### config.mk
export PLATFORM = sky130hd
export DESIGN_NAME = trip_filter
export DESIGN_NICKNAME = d
export VERILOG_FILES = /design/src/rtl/trip_filter_pkg.sv /design/src/rtl/trip_filter_range_cmp.sv /design/src/rtl/trip_filter.sv
export SDC_FILE = /design/constraint.sdc
export NUM_CORES = 1
export LEC_CHECK = 0
export BUFFER_PORTS_ARGS = -buffer_cell sky130_fd_sc_hd__buf_2
export CELL_PAD_IN_SITES_DETAIL_PLACEMENT = 0
export CELL_PAD_IN_SITES_GLOBAL_PLACEMENT = 1
export CORE_UTILIZATION = 42
export DETAILED_ROUTE_END_ITERATION = 7
export HOLD_SLACK_MARGIN = 0.05
export MAX_ROUTING_LAYER = met4
export PLACE_DENSITY = 0.86
export SKIP_LAST_GASP = 1
export SLEW_MARGIN = 0
export SYNTH_ARGS = -nofsm -noshare
export SYNTH_HDL_FRONTEND = slang
export SYNTH_HIERARCHICAL = 1
export SYNTH_SLANG_ARGS = --single-unit
### constraint.sdc
create_clock -name clk -period 4.5 [get_ports clk]
set_input_delay 0.675 -clock clk [delete_from_list [all_inputs] [get_ports clk]]
set_output_delay 0.675 -clock clk [all_outputs]
set_load 0.02 [all_outputs]
### src/rtl/trip_filter_pkg.sv
// ============================================================================
// Module      : trip_filter_pkg
// Description : Shared types and constants for the trip_filter block:
//               FSM state encoding, event counter width and parameter
//               defaults, plus a saturating counter increment helper.
// Revision    : 1.0 - initial release
// ============================================================================
`default_nettype none

package trip_filter_pkg;

    // Event counter width and its saturation ceiling
    localparam int CNT_W = 8;
    localparam logic [CNT_W-1:0] CNT_MAX = '1;

    // Parameter defaults shared by the top and its integrators
    localparam int TRIP_CNT_DEF  = 4;
    localparam int CLEAR_CNT_DEF = 8;
    localparam int TIMEOUT_DEF   = 1000;

    typedef enum logic [1:0] {
        NORMAL     = 2'd0,
        PEND_TRIP  = 2'd1,
        TRIPPED    = 2'd2,
        PEND_CLEAR = 2'd3
    } tf_state_t;

    // Increment that sticks at CNT_MAX instead of wrapping to zero
    function automatic logic [CNT_W-1:0] cnt_inc_sat(input logic [CNT_W-1:0] c);
        return (c == CNT_MAX) ? c : c + 1'b1;
    endfunction

endpackage

`default_nettype wire

### src/rtl/trip_filter_range_cmp.sv
// ============================================================================
// Module      : range_cmp
// Description : Combinational window comparator. A sample is in range when
//               thr_lo <= sample <= thr_hi (unsigned, both ends inclusive).
//               An inverted window (thr_lo > thr_hi) is a configuration
//               error and rejects every sample.
// Ports       : sample, thr_lo, thr_hi  - unsigned DATA_W inputs
//               in_range                - sample lies inside the window
//               cfg_err_next            - window is inverted (unregistered)
// Revision    : 1.0 - initial release
// ============================================================================
`default_nettype none

module range_cmp
    import trip_filter_pkg::*;
#(
    parameter int DATA_W = 12
) (
    input  logic [DATA_W-1:0] sample,
    input  logic [DATA_W-1:0] thr_lo,
    input  logic [DATA_W-1:0] thr_hi,
    output logic              in_range,
    output logic              cfg_err_next
);

    assign cfg_err_next = (thr_lo > thr_hi);
    assign in_range     = !cfg_err_next && (sample >= thr_lo) && (sample <= thr_hi);

endmodule

`default_nettype wire

### src/rtl/trip_filter.sv
// ============================================================================
// Module      : trip_filter
// Description : Debounced over/under-range trip detector. TRIP_CNT
//               consecutive out-of-range valid samples declare a fault
//               (ok=0); CLEAR_CNT consecutive in-range valid samples restore
//               health (ok=1). ok drives the active-low error input of the
//               downstream hold-error latch.
// Config      : `define TRIP_FILTER_TIMEOUT_EN adds a sample watchdog: after
//               TIMEOUT clk cycles without a valid sample the block raises
//               stale and forces TRIPPED. Without it stale is tied to 0.
// Ports       : clk, reset        - clock, synchronous active-high reset
//               sample_valid      - sample qualifier
//               sample            - unsigned raw sensor value
//               thr_hi, thr_lo    - inclusive unsigned window limits
//               ok                - 1 healthy / 0 fault (registered)
//               pending           - trip or clear count in progress (reg.)
//               cfg_err           - thr_lo > thr_hi (registered)
//               stale             - sample watchdog expired (registered)
// Revision    : 1.0 - initial release
// ============================================================================
`default_nettype none

module trip_filter
    import trip_filter_pkg::*;
#(
    parameter int DATA_W    = 12,
    parameter int TRIP_CNT  = TRIP_CNT_DEF,
    parameter int CLEAR_CNT = CLEAR_CNT_DEF,
    parameter int TIMEOUT   = TIMEOUT_DEF
) (
    input  logic              clk,
    input  logic              reset,
    input  logic              sample_valid,
    input  logic [DATA_W-1:0] sample,
    input  logic [DATA_W-1:0] thr_hi,
    input  logic [DATA_W-1:0] thr_lo,
    output logic              ok,
    output logic              pending,
    output logic              cfg_err,
    output logic              stale
);

    // Reject illegal configurations at elaboration time
    generate
        if (TRIP_CNT < 1 || TRIP_CNT > 255 || CLEAR_CNT < 1 || CLEAR_CNT > 255
            || TIMEOUT < 1) begin : g_bad_param
            $error("trip_filter: TRIP_CNT/CLEAR_CNT must be 1..255, TIMEOUT >= 1");
        end
    endgenerate

    localparam logic [CNT_W-1:0] TRIP_LIM  = CNT_W'(TRIP_CNT);
    localparam logic [CNT_W-1:0] CLEAR_LIM = CNT_W'(CLEAR_CNT);

    logic             in_range;
    logic             cfg_err_next;
    tf_state_t        state_q, state_d;
    logic [CNT_W-1:0] cnt_q, cnt_d;
    logic [CNT_W-1:0] cnt_inc;
    logic             ok_q, pending_q, cfg_err_q;

    range_cmp #(.DATA_W(DATA_W)) u_range_cmp (
        .sample       (sample),
        .thr_lo       (thr_lo),
        .thr_hi       (thr_hi),
        .in_range     (in_range),
        .cfg_err_next (cfg_err_next)
    );

    assign cnt_inc = cnt_inc_sat(cnt_q);

`ifdef TRIP_FILTER_TIMEOUT_EN
    localparam int TMR_W = $clog2(TIMEOUT + 1);
    localparam logic [TMR_W-1:0] TMR_LAST = TMR_W'(TIMEOUT - 1);
    localparam logic [TMR_W-1:0] TMR_TOP  = TMR_W'(TIMEOUT);

    logic [TMR_W-1:0] tmr_q, tmr_d;
    logic             stale_q, stale_d;
`endif

    always_comb begin
        state_d = state_q;
        cnt_d   = cnt_q;
        if (sample_valid) begin
            case (state_q)
                NORMAL: begin
                    if (!in_range) begin
                        cnt_d   = 8'd1;
                        state_d = (TRIP_CNT == 1) ? TRIPPED : PEND_TRIP;
                    end
                end
                PEND_TRIP: begin
                    if (!in_range) begin
                        cnt_d = cnt_inc;
                        if (cnt_inc >= TRIP_LIM) begin
                            state_d = TRIPPED;
                            cnt_d   = '0;
                        end
                    end else begin
                        // Any good sample aborts the trip; no accumulation
                        state_d = NORMAL;
                        cnt_d   = '0;
                    end
                end
                TRIPPED: begin
                    if (in_range) begin
                        cnt_d   = 8'd1;
                        state_d = (CLEAR_CNT == 1) ? NORMAL : PEND_CLEAR;
                    end
                end
                PEND_CLEAR: begin
                    if (in_range) begin
                        cnt_d = cnt_inc;
                        if (cnt_inc >= CLEAR_LIM) begin
                            state_d = NORMAL;
                            cnt_d   = '0;
                        end
                    end else begin
                        state_d = TRIPPED;
                        cnt_d   = '0;
                    end
                end
                default: begin
                    state_d = NORMAL;
                    cnt_d   = '0;
                end
            endcase
        end

`ifdef TRIP_FILTER_TIMEOUT_EN
        // Watchdog: a valid sample always wins over expiry in the same cycle.
        // Once expired the timer parks at TIMEOUT and keeps TRIPPED forced.
        tmr_d   = tmr_q;
        stale_d = stale_q;
        if (sample_valid) begin
            tmr_d   = '0;
            stale_d = 1'b0;
        end else if (tmr_q >= TMR_LAST) begin
            tmr_d   = TMR_TOP;
            stale_d = 1'b1;
            state_d = TRIPPED;
            cnt_d   = '0;
        end else begin
            tmr_d = tmr_q + 1'b1;
        end
`endif
    end

    // Outputs are decoded from the next state so they settle with the state
    always_ff @(posedge clk) begin
        if (reset) begin
            state_q   <= NORMAL;
            cnt_q     <= '0;
            ok_q      <= 1'b1;
            pending_q <= 1'b0;
            cfg_err_q <= 1'b0;
`ifdef TRIP_FILTER_TIMEOUT_EN
            tmr_q     <= '0;
            stale_q   <= 1'b0;
`endif
        end else begin
            state_q   <= state_d;
            cnt_q     <= cnt_d;
            ok_q      <= !((state_d == TRIPPED) || (state_d == PEND_CLEAR));
            pending_q <= (state_d == PEND_TRIP) || (state_d == PEND_CLEAR);
            cfg_err_q <= cfg_err_next;
`ifdef TRIP_FILTER_TIMEOUT_EN
            tmr_q     <= tmr_d;
            stale_q   <= stale_d;
`endif
        end
    end

    assign ok      = ok_q;
    assign pending = pending_q;
    assign cfg_err = cfg_err_q;
`ifdef TRIP_FILTER_TIMEOUT_EN
    assign stale   = stale_q;
`else
    assign stale   = 1'b0;
`endif

endmodule

`default_nettype wire

==> summary.md, run 1 <==
| Metric | Value |
|---|---|
| Cells after synthesis | between 150 and 200 |
| Die W | 62.56 µm |
| Starting Density | 45.09% |
| Post-CTS setup repair buffer count | 0 |
| DRT iter0 DRCs | 85 |
| Crit-path max cell delay | 340 ps |
| Outcome | finished, final reports clean |
| Critical Path End Type | flip-flop |
| Max Slew Vio Count | 0 |
| Switching power share of the total | about a third |
| Crit path DAT | around 3000 ps |
| Power per cell area | approximately 180 nW/µm² |
| Crit-path leading delay family | compound AO/OA/AOI/OAI gates |
| Synth Area per Inst | 8.557 µm² |
| # DRC | 0 |
| Post-Syn Area | 1540 µm² |
| First-pass GRT wire length | 5602 µm |
| Worst-path clk slew | 70 ps |
| Initial antenna violation count | 0 |
| DRT Pass-1 Iters | 6 |
| Synth top area share | 30.06% |
| Worst-Skew Late Latency | 270 ps |
| ANT cells | 0 |
| Drt wl/cell | 11.42 µm |
| NumNets Final | 299 |
| Fillers | 353 |
| Register share of total power | a little over a third |
| Share of cells above drive strength 1 | 27.93% |
| CTS tree | yes |
| Synth Warn # | 6 |
| Sequential element share of the synthesized area | 15.60% |
| Async set or reset register ratio after synthesis | 0% |
| Clock buffer depth | 2 |
| Netlist cell types | 44 |
| # rows | 21 |
| Clock Skew | 0.4752 ps |
| Worst VDD drop | 74.28 µV |
| Most frequent cells in the layout | buf_2 (41), ha_1 (37), inv_1 (24) |
| Full die area | 3913 µm² |
| Core area | 3416 µm² |
| Int Power | 0.0002154 W |
| Main flop type after synthesis | dfxtp_1 |
| Port bufs | 41 |
| Placed cell area | 1773 µm² |
| Synth top area cells | ha_1 (30%), dfxtp_1 (16%), inv_1 (5.8%), a21oi_1 (4.9%), a21o_1 (3.9%) |
| Dpl hpwl | 2686 µm |
| Sink Count | 12 |
| Startpoint Class | input port |
| Area growth from synthesis to layout | 17.47% |
| Setup violators final | 0 |
| Post-CTS sizing | 0 |
| Static leakage | 0.9429 nW |
| Clk pwr share | 27.0% |
| Hold Path Class | reg2reg |
| Max Freq | between 300 and 400 MHz |
| Yosys reg bits | 12 |
| Period utilisation layout | between 60% and 70% |
| Die Height | 62.56 µm |
| Post-synth EDFFs | 0 |
| I/O pin cnt | 43 |
| CP Buf/Inv Count | 2 |
| Total wire length | 3061 µm |
| Grt total ovfl | 0 |
| Slowest CP cell | a2111oi_4 |
| H-tree depth | 1 |
| CP max FO | 4 |
| RSZ-0062 raised after global routing | false |
| Total GRT Usage | 17.94% |
| Vias in the first global route | 1,337 |
| Data required, critical path | 4690 ps |
| Combinational share of power | 37.6% |
| Critical path, cell by cell | buf_2, inv_1, ha_1, nor2b_4, o211ai_2, a211oi_2, a2111oi_4, nor2_2, a211oi_2, nand2_1, or3_4, a2bb2oi_2, a311oi_2 |
| Most frequent CP cell | a211oi_2 |
| Most common cell after layout, fill and taps aside | buf_2 |
| Endpoints failing hold | 0 |
| # hold bufs at CTS | 0 |
| Switch Pwr | a little over 0.0001 W |
| Clk root buf | clkbuf_4 |
| Final GP Congestion | 0.7687 |
| Count of maximum capacitance violations | 0 |
| Via-per-instance ratio | 5.127 |
| Synth area leader | ha_1 |
| Largest net degree at the start of global routing | 10 |
| Post-Route Setup TNS | 0 ps |
| Inserted Clock Buffers | 3 |
| Via count | 1,374 |
| Critical path class | in2reg |
| Syn nets | 256 |
| Fin area | between 1500 and 2000 µm² |
| Post-DRT Antenna Nets | 0 |
| Tmin final | 2802 ps |
cell usage after synthesis, types with 2 or more instances:
master     n
ha_1      37
inv_1     24
a21oi_1   15
dfxtp_1   12
nand2_1    9
a21o_1     8
nand4_1    8
nor2_1     8
and2_1     5
nand3_1    5
nor3_1     4
a211oi_1   3
a31oi_1    3
a211oi_2   2
buf_6      2
nand2b_1   2
nor2b_1    2
o211ai_2   2
o21a_1     2
o21ai_0    2
or3_1      2
power groups by stage:
stage / registers (W) / clock network [W] / logic [W]
after floorplan: 0.000117 / 0 / 0.0000797
after global placement: 0.000115 / 0 / 0.000119
after detailed placement: 0.000115 / 0 / 0.000119
after CTS: 0.000113 / 0.0000858 / 0.000121
after global routing: 0.000114 / 0.0000914 / 0.000137
final: 0.000113 / 0.0000859 / 0.000120
flip-flops by register name, indices dropped and copies added (netlist names):
register and cells:
state_q 1, cnt_q 8, pending 1, ok 1
cfg_err 1
through the flow:
step	worst slack (ps)	power, W	util (%)	hold slack (ps)	std cells
finish	1698	0.0003184	52.97	484.6	268
global route	1483	0.0003422	52.97	518.6	268
CTS	1676	0.0003192	52.97	489.8	268
detailed placement	1398	0.0002348	51.90	467.5	264
global placement	1407	0.0002341	51.90	465.4	264
floorplan	1641	0.0001963	-	445.7	180
kinds of logic after synthesis:
group / after synthesis / share of synthesized area (%)
AOI/OAI and AO/OA: 46 / 24.78
xor gates and xnor gates: 1 / 0.5687
adders and majority gates: 37 / 30.06
buffers and inverters: 27 / 7.799
DFF: 12 / 15.60
other: 1 / 0.2435
and+or+nand+nor: 56 / 20.96
layer usage:
metal / wire [µm] / track usage [%]
met1: 1497 / 22.37
met2: 1459 / 30.43
met3: 62 / 1.277
met4: 42 / 6.105
met5: 0 / -
path summary, 6_finish.rpt:
kind                   from        to  slack (ps)  depth (start not counted)
setup / recovery  thr_hi[1]   pending        1700                         13
hold / removal     cnt_q[7]  cnt_q[7]         480                          1
setup reg to reg   cnt_q[0]   pending        2500                          6
hold reg to reg    cnt_q[7]  cnt_q[7]         480                          1
area by class of cell:
| cell class | instances | area [µm²] | share of cell area, % |
|---|---|---|---|
| multi-input cells | 141 | 1180 | 65.21 |
| flip-flops and latches | 12 | 240.2 | 13.28 |
| repair buffers | 41 | 205.2 | 11.34 |
| inverters | 24 | 90.09 | 4.979 |
| well taps | 46 | 57.56 | 3.181 |
| clock buffers | 4 | 36.28 | 2.006 |
No activity file was read; power rests on OpenSTA's default activity.
==> run 2, diff against run 1 <==
Settings changed: CORE_UTILIZATION 42 to 39, PLACE_DENSITY 0.86 to 0.81.
Clock period 4.5 ns to 2.6 ns, I/O delays scaled along.
==> run 2 against run 1 <==
  * Hold slack lost 60 ps
  * Design area increased by 7.1%
  * Register-to-register slack got worse by 1900 ps
  * Power up 98%
  * Critical path type unchanged
  * Sequential cell count unchanged
==> summary.md, run 2 (synthesis gave the netlist of run 1 again) <==
| Metric | Value |
|---|---|
| Outcome | finished, final reports clean |
| Via count | 1,427 |
| Inserted Clock Buffers | 3 |
| Dpl hpwl | 2783 µm |
| Count of maximum capacitance violations | 0 |
| H-tree depth | 1 |
| Fillers | 372 |
| Die W | 64.85 µm |
| Finished Layout Cells | 281 |
| Crit path DAT | 2650 ps |
| Post-DRT Antenna Nets | 0 |
| Max Slew Vio Count | 0 |
| Post-CTS setup repair buffer count | 0 |
| ANT cells | 0 |
| Most frequent cells in the layout | buf_2 (41), ha_1 (37), inv_1 (24) |
| Endpoints failing hold | 0 |
| Critical Path End Type | flip-flop |
| Max reg flops | 8 |
| Vias in the first global route | between 1,000 and 1,500 |
| Final GP Congestion | 0.8035 |
| Die Height | 64.85 µm |
| Hold Path Class | in2reg |
| Top Usage Layer GRT | met2 |
| Clock buffer depth | 2 |
| Data required, critical path | 2750 ps |
| Static leakage | around 1.0 nW |
| Core area | 3716 µm² |
| Post-CTS sizing | 0 |
| Most common cell after layout, fill and taps aside | buf_2 |
| Setup violators final | 0 |
| Global Route met2 Usage | 29.82% |
| Overall Power | approximately 0.00063 W |
| Met1 GRT Util | 21.26% |
| CTS tree | yes |
| Via-per-instance ratio | 5.078 |
| Placed insts | 277 |
| Full die area | ~4200 µm² |
| Tmin final | 2499 ps |
| Biggest register | cnt_q |
| Sink Count | 12 |
| Starting Density | 41.45% |
| Drt wl/cell | 11.41 µm |
| Storage cell area | 240.2 µm² |
| RSZ-0062 raised after global routing | false |
| Total GRT Usage | between 10% and 20% |
| Clk root buf | clkbuf_8 |
| Layout Utilization | 52.12% |
| Area growth from synthesis to layout | 25.75% |
| NumNets Final | between 300 and 400 |
| # rows | 22 |
| CP max FO | 4 |
| Initial antenna violation count | 0 |
| Port bufs | just over 40 |
| Largest net degree at the start of global routing | 10 |
| Max Freq | 400.2 MHz |
| Post-Route Setup TNS | 0 ps |
| Startpoint Class | input port |
| I/O pin cnt | 43 |
| Worst VDD drop | 123.4 µV |
| First-pass GRT wire length | 5692 µm |
| Period utilisation layout | between 90% and 100% |
| Area of the multi-input gates | 1204 µm² |
| DRT iter0 DRCs | 54 |
| Grt total ovfl | 0 |
| # hold bufs at CTS | 0 |
| Clock Skew | 3.013 ps |
| Power per cell area | 326.0 nW/µm² |
| Worst-Skew Late Latency | 240 ps |
| # DRC | 0 |
| Critical path class | in2reg |
| Total wire length | ~3200 µm |
| Share of cells above drive strength 1 | 33.05% |
| Met3 usage in global routing | approximately 2.1% |
| DRT Pass-1 Iters | 5 |
| Worst-path clk slew | 50 ps |
-- run 2: cell count changes in the layout (fill, tap and decap cells not counted), moves of 3 or more --
cell	change
buf_4	+11
clkbuf_4	-3
a21oi_2	+3
a21oi_1	-3
clkbuf_8	+3
-- run 2: critical path, stage by stage --
cell and delay (ps):
buf_2 70, inv_1 40, ha_1 340, a21oi_2 180, nand2_2 90, a2111oi_4 350, nor2_2 90, a211oi_4 270
nand2_1 80, or3_4 340, a2bb2oi_2 150, a311oi_2 250
-- run 2: metrics by stage --
step / worst slack, ps / hold slack (ps) / instance area, µm²
floorplan: 26.24 / 445.7 / 1540
global placement: -158.4 / 460.7 / 1858
detailed placement: -220.1 / 465.2 / 1858
CTS: 11.21 / 424.5 / 1913
global route: 3.865 / 438.2 / 1937
finish: 101.0 / 425.0 / 1937
-- run 2: path summary, 6_finish.rpt --
path / startpoint / endpoint / slack (ps) / depth (start not counted)
setup / recovery: thr_hi[10] / pending / 100 / 12
hold / removal: sample_valid / cnt_q[0] / 420 / 2
hold reg to reg: cnt_q[5] / cnt_q[5] / 470 / 1
setup reg to reg: cnt_q[0] / pending / 600 / 6
-- run 2: final cells by class --
class | instances | area share (%)
well taps | 48 | 3.101
multi-input cells | 141 | 62.14
repair buffers | 52 | 14.86
inverters | 24 | 4.651
clock buffers | 4 | 2.842
flip-flops and latches | 12 | 12.40
-- run 2: routing by layer --
metal | up-vias | wire (µm)
li1 | 763 | -
met1 | 636 | 1509
met2 | 28 | 1583
met3 | 0 | 112
met4 | 0 | 0
met5 | - | 0
-- run 2: where the power goes --
group	internal, W	switching (W)
combinational	0.000118	0.000115
sequential	0.000189	0.00000724
clock	0.000134	0.0000679
total	0.000441	0.000190
